===== src/rtl/bcd_time_if.sv =====
// Time-keeper bundle: SET-mode controls in, six BCD digits plus pm/sec_tick out.
// Latency: n/a (signal bundle only).
// Backpressure: none; the outputs are levels and pulses, never stalled.
// Ports: set_mode, inc_min, inc_hour (controls); right/left_sec, right/left_min,
//        right/left_hour (BCD digits), pm, sec_tick (status).
interface bcd_time_if;
    logic       set_mode;
    logic       inc_min;
    logic       inc_hour;
    logic [3:0] right_sec;
    logic [3:0] left_sec;
    logic [3:0] right_min;
    logic [3:0] left_min;
    logic [3:0] right_hour;
    logic [3:0] left_hour;
    logic       pm;
    logic       sec_tick;

    // master: the block that drives the controls and observes the time
    modport master (
        output set_mode, inc_min, inc_hour,
        input  right_sec, left_sec, right_min, left_min, right_hour, left_hour, pm, sec_tick
    );

    // slave: the time keeper itself
    modport slave (
        input  set_mode, inc_min, inc_hour,
        output right_sec, left_sec, right_min, left_min, right_hour, left_hour, pm, sec_tick
    );
endinterface


===== src/rtl/bcd_time_keeper.sv =====
// BCD time-of-day core (hh:mm:ss) with a 1 Hz prescaler and a SET mode for button stepping.
// Latency: every output is registered; digits change one cycle after the enabling edge.
// Backpressure: none; controls are sampled every cycle and the time always advances in RUN.
// Ports: clk, rst (sync, active-high); bus (bcd_time_if.slave) carries set_mode,
//        inc_min, inc_hour in and the six BCD digits, pm and sec_tick out.
module bcd_time_keeper #(
    parameter int CLK_FREQ = 100_000_000,
    parameter bit MODE_24H = 1'b1
) (
    input  logic        clk,
    input  logic        rst,
    bcd_time_if.slave   bus
);

    localparam int PW = (CLK_FREQ > 2) ? $clog2(CLK_FREQ) : 1;
    localparam logic [PW-1:0] PRESC_LAST = PW'(CLK_FREQ - 1);

    typedef enum logic {RUN = 1'b0, SET = 1'b1} state_t;

    state_t        state, state_nxt;
    logic [PW-1:0] presc;
    logic          min_prev, hour_prev;

    logic          tick, enter_set, min_step, hour_step;
    logic          sec_wrap, min_inc, hour_inc;
    logic [7:0]    sec_nxt, min_nxt;
    logic [8:0]    hour_nxt;

    // mm or ss + 1 in BCD; returns {tens, units}, 59 wraps to 00
    function automatic logic [7:0] inc_base60(input logic [3:0] tens, input logic [3:0] units);
        logic [7:0] res;
        res = {tens, units + 4'd1};
        if (units == 4'd9) begin
            res = (tens == 4'd5) ? 8'h00 : {tens + 4'd1, 4'd0};
        end
        return res;
    endfunction

    // hh + 1 in BCD; returns {pm_toggle, tens, units}
    function automatic logic [8:0] inc_hour_bcd(input logic [3:0] tens, input logic [3:0] units);
        logic [8:0] res;
        res = {1'b0, tens, units + 4'd1};
        if (units == 4'd9) begin
            res = {1'b0, tens + 4'd1, 4'd0};
        end
        if (MODE_24H) begin
            if (tens == 4'd2 && units == 4'd3) res = 9'h000;
        end else begin
            // 12h dial runs 12,01..11; the meridiem flips when 11 rolls to 12
            if (tens == 4'd1 && units == 4'd1) res = {1'b1, 4'd1, 4'd2};
            if (tens == 4'd1 && units == 4'd2) res = {1'b0, 4'd0, 4'd1};
        end
        return res;
    endfunction

    always_comb begin
        state_nxt = state;
        case (state)
            RUN: if (bus.set_mode)  state_nxt = SET;
            SET: if (!bus.set_mode) state_nxt = RUN;
            default: state_nxt = RUN;
        endcase
    end

    // A tick pending in the same cycle set_mode rises is dropped: SET wins.
    assign tick      = (state == RUN) && !bus.set_mode && (presc == PRESC_LAST);
    assign enter_set = (state == RUN) && bus.set_mode;
    assign min_step  = (state == SET) && bus.inc_min  && !min_prev;
    assign hour_step = (state == SET) && bus.inc_hour && !hour_prev;

    // Carry chain resolves in one cycle; a button step on minutes never carries into hours.
    assign sec_wrap  = tick && (bus.left_sec == 4'd5) && (bus.right_sec == 4'd9);
    assign min_inc   = sec_wrap || min_step;
    assign hour_inc  = (sec_wrap && bus.left_min == 4'd5 && bus.right_min == 4'd9) || hour_step;

    assign sec_nxt   = inc_base60(bus.left_sec, bus.right_sec);
    assign min_nxt   = inc_base60(bus.left_min, bus.right_min);
    assign hour_nxt  = inc_hour_bcd(bus.left_hour, bus.right_hour);

    always_ff @(posedge clk) begin
        if (rst) begin
            state          <= RUN;
            presc          <= '0;
            min_prev       <= 1'b0;
            hour_prev      <= 1'b0;
            bus.sec_tick   <= 1'b0;
            bus.right_sec  <= 4'd0;
            bus.left_sec   <= 4'd0;
            bus.right_min  <= 4'd0;
            bus.left_min   <= 4'd0;
            bus.right_hour <= MODE_24H ? 4'd0 : 4'd2;
            bus.left_hour  <= MODE_24H ? 4'd0 : 4'd1;
            bus.pm         <= 1'b0;
        end else begin
            state     <= state_nxt;
            // edge registers track in RUN too, so a button held while entering SET is not a step
            min_prev  <= bus.inc_min;
            hour_prev <= bus.inc_hour;
            bus.sec_tick <= tick;

            if ((state == RUN) && !bus.set_mode && !tick) presc <= presc + PW'(1);
            else                                         presc <= '0;

            if (enter_set) begin
                bus.left_sec  <= 4'd0;
                bus.right_sec <= 4'd0;
            end else if (tick) begin
                {bus.left_sec, bus.right_sec} <= sec_nxt;
            end

            if (min_inc) {bus.left_min, bus.right_min} <= min_nxt;

            if (hour_inc) begin
                {bus.left_hour, bus.right_hour} <= hour_nxt[7:0];
                bus.pm <= MODE_24H ? 1'b0 : (bus.pm ^ hour_nxt[8]);
            end
        end
    end

endmodule

===== src/flat_wrapper.sv =====
// flat-port wrapper written by rule: the top's interface ports become plain ports
module bcd_time_keeper_flat 
#(
    parameter int CLK_FREQ = 100_000_000,
    parameter bit MODE_24H = 1'b1
)
  (clk, rst, bus_set_mode, bus_inc_min, bus_inc_hour, bus_right_sec, bus_left_sec, bus_right_min, bus_left_min, bus_right_hour, bus_left_hour, bus_pm, bus_sec_tick);
  bcd_time_if bus_i ();
  input  logic clk;
  input  logic rst;
  input wire logic [$bits(bus_i.set_mode)-1:0] bus_set_mode;
  input wire logic [$bits(bus_i.inc_min)-1:0] bus_inc_min;
  input wire logic [$bits(bus_i.inc_hour)-1:0] bus_inc_hour;
  output wire logic [$bits(bus_i.right_sec)-1:0] bus_right_sec;
  output wire logic [$bits(bus_i.left_sec)-1:0] bus_left_sec;
  output wire logic [$bits(bus_i.right_min)-1:0] bus_right_min;
  output wire logic [$bits(bus_i.left_min)-1:0] bus_left_min;
  output wire logic [$bits(bus_i.right_hour)-1:0] bus_right_hour;
  output wire logic [$bits(bus_i.left_hour)-1:0] bus_left_hour;
  output wire logic [$bits(bus_i.pm)-1:0] bus_pm;
  output wire logic [$bits(bus_i.sec_tick)-1:0] bus_sec_tick;
  assign bus_i.set_mode = bus_set_mode;
  assign bus_i.inc_min = bus_inc_min;
  assign bus_i.inc_hour = bus_inc_hour;
  assign bus_right_sec = bus_i.right_sec;
  assign bus_left_sec = bus_i.left_sec;
  assign bus_right_min = bus_i.right_min;
  assign bus_left_min = bus_i.left_min;
  assign bus_right_hour = bus_i.right_hour;
  assign bus_left_hour = bus_i.left_hour;
  assign bus_pm = bus_i.pm;
  assign bus_sec_tick = bus_i.sec_tick;
  bcd_time_keeper #(.CLK_FREQ(CLK_FREQ), .MODE_24H(MODE_24H)) u_core (.clk(clk), .rst(rst), .bus(bus_i));
endmodule

===== config.mk =====
export PLATFORM = sky130hd
export DESIGN_NAME = bcd_time_keeper_flat
export DESIGN_NICKNAME = d
export VERILOG_FILES = /design/src/rtl/bcd_time_if.sv /design/src/rtl/bcd_time_keeper.sv /design/src/flat_wrapper.sv
export SDC_FILE = /design/constraint.sdc
export NUM_CORES = 1
export LEC_CHECK = 0
export CORE_UTILIZATION = 25
export CTS_CLUSTER_SIZE = 30
export DETAILED_ROUTE_END_ITERATION = 8
export DONT_BUFFER_PORTS = 1
export SLEW_MARGIN = 10
export SYNTH_ARGS = -nofsm -noshare
export SYNTH_HDL_FRONTEND = slang
export SYNTH_SLANG_ARGS = --single-unit

===== constraint.sdc =====
create_clock -name clk -period 5.8 [get_ports clk]
set_input_delay 1.16 -clock clk [delete_from_list [all_inputs] [get_ports clk]]
set_output_delay 1.16 -clock clk [all_outputs]
set_load 0.05 [all_outputs]

==> flow_metrics.env, run 1 <==
export IMPL_outcome="finished clean"
export IMPL_hold_viol=0
export IMPL_yosys_top_cells_count="dfxtp_1, nor2_1, nand2_1, nand3_1, inv_1"
export IMPL_end_kind="flip-flop"
export IMPL_dp_hpwl_um=4241
export IMPL_critPathLaunchType="flip-flop"
export IMPL_n_antenna_cell=0
export IMPL_fin_cells=469
export IMPL_grt_pass1_vias=2029
export IMPL_min_path_type="reg2reg"
export IMPL_crit_required_ps=5960
export IMPL_utilization=0.2820
export IMPL_period_minus_slack_ps=2685
export IMPL_placed_area_um2=2938
export IMPL_drc_errors=0
export IMPL_highest_layer="met4"
export IMPL_ys_types=55
export IMPL_finalWorstSetupSlack_ps=3115
export IMPL_whs_path_depth=1
export IMPL_final_layout_size_suffix_gt1_frac=0.06991
export IMPL_fmax_mhz=372.4
export IMPL_powerDensity_nw_per_um2=228.4
export IMPL_cts_tree="built"
export IMPL_synth_cells=327
export IMPL_synth_area_leaders="dfxtp_1, nor2_1, xnor2_1, xor2_1, nand3_1"
export IMPL_gp_congestion=0.7968
export IMPL_dr_wl_met3_um=283
export IMPL_worst_hold_slack_ps=482.2
export IMPL_rows=38
export IMPL_yosysTopAreaCellShare=0.3927
export IMPL_clk_pin_slew_ps=100
export IMPL_cts_made_buffers=5
export IMPL_die_x_um=107.9
export IMPL_cp_data_arrival_time_ps=2840
export IMPL_fillers=1142
export IMPL_via_count=2283
export IMPL_holdPathEnd="u_core.presc[0]$_SDFF_PP0_"
export IMPL_worstSkewPairLatency_ps=310
export IMPL_synthArstFlopShare=0
export IMPL_hold_start="u_core.presc[0]$_SDFF_PP0_"
export IMPL_htreeDepth=2
export IMPL_period_share=0.4630
export IMPL_drt_iter0_markers=137
export IMPL_wl_per_cell_um=12.66
export IMPL_r2r_end="u_core.presc[18]$_SDFF_PP0_"
export IMPL_rrSetupSlack_ps=3110
export IMPL_cts_hold_buffers=0
export IMPL_cts_buffer_depth=2
export IMPL_finalPower_mw=0.7014
export IMPL_yosys_area_top_type="dfxtp_1"
export IMPL_rsz0062_at_grt="false"
export IMPL_dieHeight_um=107.9
export IMPL_detail_route_antenna_nets=0
export IMPL_cts_resized_gates=0
export IMPL_peakVddDrop_mv=0.1236
export IMPL_track_usage=0.1037
export IMPL_die_area_um2=11640
export IMPL_antenna_found_initial=0
export IMPL_relSlewSlack=0.2972
export IMPL_drt_met1_wl_um=2914
export IMPL_fin_skew_ps=8.583
export IMPL_place_ws_ps=3000
export IMPL_io_pins=31
export IMPL_drv_cap=0
export IMPL_vias_per_cell=4.868
export IMPL_start_util=0.2575
export IMPL_syn2layout_area_growth_pct=9.505
export IMPL_port_buffers=0
export IMPL_synth_edff_count=0
export IMPL_ys_seq_area_frac=0.3927
export IMPL_core_area_um2=10890
export IMPL_syn_area_um2=2804
export IMPL_synth_most_common_cell="dfxtp_1"
export IMPL_post_cts_buffers=0
export IMPL_slew_violations=0
export IMPL_synth_warning_count=0
export IMPL_synth_seq_cells=55
export IMPL_fin_nets=338
export IMPL_synth_area_per_cell_um2=8.575
export IMPL_synth_nets=337
export IMPL_overflow=0
export IMPL_synth_ff_type="dfxtp_1"
export IMPL_r2r_cells=5
export IMPL_grt_max_degree=28
export IMPL_drt_pre_antenna_iters=4
export IMPL_p_leak_nw=0.9856
export IMPL_grt_pass1_wl_um=9722
export IMPL_place_inst=461
export IMPL_worstMarginPinSlew_ps=1054
export IMPL_crit_fanout=27
export IMPL_dr_wl_met2_um=2686
export IMPL_fin_area_um2=3070
export IMPL_clock_sinks=55
export IMPL_crit_type="reg2reg"
export IMPL_drt_wl_total_um=5937
export IMPL_setup_viol=0
export IMPL_clockRootBuffer="clkbuf_8"
export IMPL_reg2reg_from="u_core.presc[8]$_SDFF_PP0_"
export IMPL_final_setup_tns_ps=0
==> layer usage <==
metal | vias up | track usage
met5 | - | 0
met4 | 0 | 0.02838
met3 | 6 | 0.02966
met2 | 49 | 0.1635
met1 | 1071 | 0.1374
li1 | 1157 | -
==> worst max-delay path, cell delays in order, from the launching register on <==
cell and delay (ps):
dfxtp_1 400, nand4b_1 230, nor3_2 810, nand2_4 90, o31ai_4 870, nor2_1 120
==> worst max-delay path by stage <==
stage / from / endpoint / slack, ps / cells past startpoint
global placement: bus_set_mode / u_core.bus.left_sec[3]$_SDFFE_PP0P_ / 3040 / 5
global route: u_core.presc[8]$_SDFF_PP0_ / u_core.presc[18]$_SDFF_PP0_ / 2860 / 5
floorplan: bus_set_mode / u_core.bus.left_min[0]$_SDFFE_PP0P_ / 3260 / 5
CTS: u_core.presc[8]$_SDFF_PP0_ / u_core.presc[18]$_SDFF_PP0_ / 3080 / 5
finish: u_core.presc[8]$_SDFF_PP0_ / u_core.presc[18]$_SDFF_PP0_ / 3110 / 5
detailed placement: bus_set_mode / u_core.bus.right_hour[3]$_SDFFE_PP0P_ / 3000 / 5
==> registers in the layout (all words and copies together) (netlist names) <==
| signal | count |
|---|---|
| u_core.bus.left_min | 4 |
| u_core.min_prev | 1 |
| u_core.bus.right_sec | 4 |
| u_core.presc | 27 |
| u_core.bus.left_sec | 4 |
| u_core.bus.right_hour | 4 |
| u_core.bus.right_min | 4 |
| u_core.state | 1 |
| u_core.bus.sec_tick | 1 |
| u_core.bus.left_hour | 4 |
| u_core.hour_prev | 1 |
==> cells by family after synthesis <==
group | share of synthesized area
XOR/XNOR | 0.08746
multiplexers | 0.01963
other | 0.001337
AO/OA/AOI/OAI | 0.1058
buffers and inverters | 0.04462
adder cells (fa/ha/maj) | 0.02231
flip-flops | 0.3927
AND/OR/NAND/NOR | 0.3262
==> area by class of cell <==
type                            instances  area, µm²  area share
Multi-Input combinational cell        246       1583      0.5155
Sequential cell                        55       1101      0.3586
Tap cell                              140      175.2     0.05705
Clock buffer                            6      72.57     0.02363
Inverter                               19      71.32     0.02323
Clock inverter                          2      60.06     0.01956
Timing Repair Buffer                    1      7.507    0.002445
==> cell usage in the layout, fill, tap and decap left out, types with 9 or more instances in the layout <==
cell type / Yosys / final
a21oi_1: 14 / 14
and4_1: 9 / 9
dfxtp_1: 55 / 55
inv_1: 19 / 19
nand2_1: 21 / 21
nand3_1: 21 / 21
nand4_1: 10 / 10
nor2_1: 49 / 49
nor2b_1: 9 / 9
nor3_1: 10 / 9
o21ai_0: 10 / 10
xnor2_1: 15 / 15
xor2_1: 13 / 13
==> where the power goes <==
part           internal, mW  switching (mW)
sequential            0.380         0.00575
clock                 0.173           0.127
combinational       0.00459          0.0118
Note: power is estimated with default switching activity, not from simulation.
==> run 2, diff against run 1 <==
Clock period 5.8 ns to 2.4 ns, I/O delays scaled along.
==> run 2 against run 1 <==
Net effect:
- clock power grew 76%
- non-clock buffer count grew 29
- sequential cell count is the same
- wire length grew 2.0%
- critical endpoint is now u_core.bus.left_min[0]$_SDFFE_PP0P_
- global-route usage grew 0.14 points
- via count grew 4.7%
- register-to-register slack lost 3000 ps
==> flow_metrics.env, run 2 (synthesis results as in run 1) <==
export IMPL_end_kind="flip-flop"
export IMPL_critPathSlowestCell="nor4bb_1"
export IMPL_hold_start="rst"
export IMPL_die_x_um=107.9
export IMPL_grt_met3_usage=0.02906
export IMPL_rsz0062_at_grt="false"
export IMPL_fillers=1153
export IMPL_fin_nets=367
export IMPL_track_usage=0.1051
export IMPL_crit_type="reg2reg"
export IMPL_final_layout_size_suffix_gt1_frac=0.1480
export IMPL_detail_route_antenna_nets=0
export IMPL_finalPower_mw=1.508
export IMPL_clockRootBuffer="clkbuf_8"
export IMPL_cts_made_buffers=5
export IMPL_syn2layout_area_growth_pct=16.33
export IMPL_final_common_cell="dfxtp_1"
export IMPL_cp_slowest_stage_delay_ps=550
export IMPL_p_leak_nw=1.127
export IMPL_port_buffers=0
export IMPL_grt_use_met2=0.1813
export IMPL_met1_usage=0.1256
export IMPL_htreeDepth=2
export IMPL_hold_viol=0
export IMPL_reg2reg_from="u_core.bus.left_sec[0]$_SDFFE_PP0P_"
export IMPL_drt_pre_antenna_iters=4
export IMPL_grt_pass1_vias=2185
export IMPL_cts_hold_buffers=0
export IMPL_outcome="finished clean"
export IMPL_setup_viol=0
export IMPL_period_share=0.9423
export IMPL_cts_tree="built"
export IMPL_via_count=2390
export IMPL_start_util=0.2575
export IMPL_powerDensity_nw_per_um2=462.3
export IMPL_clk_pin_slew_ps=100
export IMPL_period_minus_slack_ps=2261
export IMPL_wl_per_cell_um=12.15
export IMPL_slew_violations=0
export IMPL_cp_data_arrival_time_ps=2470
export IMPL_drt_iter0_markers=194
export IMPL_final_cell_mix="dfxtp_1, nor2_1, buf_4, nand3_1, nand2_1"
export IMPL_path_cells="nor4bb_1, and4_1, nand4_4, a211oi_2, mux2_1"
export IMPL_relSlewSlack=0.5222
export IMPL_drc_errors=0
export IMPL_grt_pass1_wl_um=9784
export IMPL_n_antenna_cell=0
export IMPL_fmax_mhz=442.2
export IMPL_clock_sinks=55
export IMPL_drt_wl_total_um=6053
export IMPL_place_ws_ps=165.5
export IMPL_cts_resized_gates=0
export IMPL_gp_congestion=0.7959
export IMPL_rows=38
export IMPL_worst_hold_slack_ps=222.7
export IMPL_cts_buffer_depth=2
export IMPL_gr_max_usage_layer="met2"
export IMPL_utilization=0.2996
export IMPL_post_cts_buffers=0
export IMPL_peakVddDrop_mv=0.1864
export IMPL_worstMarginPinSlew_ps=711.9
export IMPL_largest_reg_flops=27
export IMPL_antenna_found_initial=0
export IMPL_finalWorstSetupSlack_ps=138.5
export IMPL_worstSkewPairLatency_ps=320
export IMPL_regMostFlops="u_core.presc"
export IMPL_startpoint="u_core.bus.left_sec[0]$_SDFFE_PP0P_"
export IMPL_dp_hpwl_um=4531
export IMPL_critPathLaunchType="flip-flop"
export IMPL_io_pins=31
export IMPL_core_area_um2=10890
export IMPL_fin_skew_ps=15.82
export IMPL_crit_required_ps=2610
export IMPL_die_area_um2=11640
export IMPL_drv_cap=0
export IMPL_min_path_type="in2reg"
export IMPL_grt_max_degree=28
export IMPL_crit_fanout=6
export IMPL_final_setup_tns_ps=0
export IMPL_overflow=0
export IMPL_vias_per_cell=4.799
export IMPL_dieHeight_um=107.9
-- run 2: cell count changes in the layout (fill, tap and decap cells not counted), sizes merged --
cell / previous run / this run
buf: 1 / 30
bufinv: 2 / 0
clkbuf: 6 / 5
clkinv: 0 / 2
clkinvlp: 0 / 1
-- run 2: worst paths after layout --
kind,end,slack (ps),cells past startpoint
hold / removal,u_core.state$_SDFF_PP0_,220,1
setup / recovery,u_core.bus.left_min[0]$_SDFFE_PP0P_,140,5
hold reg to reg,u_core.presc[0]$_SDFF_PP0_,490,1
setup reg to reg,u_core.bus.left_min[0]$_SDFFE_PP0P_,140,5
-- run 2: layer usage --
metal / part of all wire / vias to the layer above
li1: - / 1218
met1: 0.46 / 1121
met2: 0.48 / 45
met3: 0.048 / 6
met4: 0.011 / 0
met5: 0 / -
-- run 2: report_power, final --
part / internal, mW / total (mW) / switching [mW]
Sequential: 0.918 / 0.924 / 0.00558
Combinational: 0.0178 / 0.0552 / 0.0374
Clock: 0.209 / 0.529 / 0.320
-- run 2: layout make-up --
| cell class | count | area [µm²] | share of cell area |
|---|---|---|---|
| flip-flops and latches | 55 | 1101 | 0.3376 |
| repair buffers | 30 | 237.7 | 0.07288 |
| clock inverters | 3 | 25.02 | 0.007672 |
| well taps | 140 | 175.2 | 0.05370 |
| inverters | 19 | 71.32 | 0.02186 |
| clock buffers | 5 | 68.82 | 0.02110 |
| multi-input cells | 246 | 1583 | 0.4852 |
-- run 2: critical path, delay by kind of cell (launching register included) --
kind / cells / cell delay [ps]
flip-flops: 1 / 350
AO/OA/AOI/OAI: 1 / 270
AND/OR/NAND/NOR: 3 / 1210
multiplexers: 1 / 330
-- run 2: metrics by stage --
step,instances,instance area (µm²)
after floorplan,327,2804
after global placement,490,3168
after detailed placement,490,3168
after CTS,498,3262
after global routing,498,3262
final,498,3262
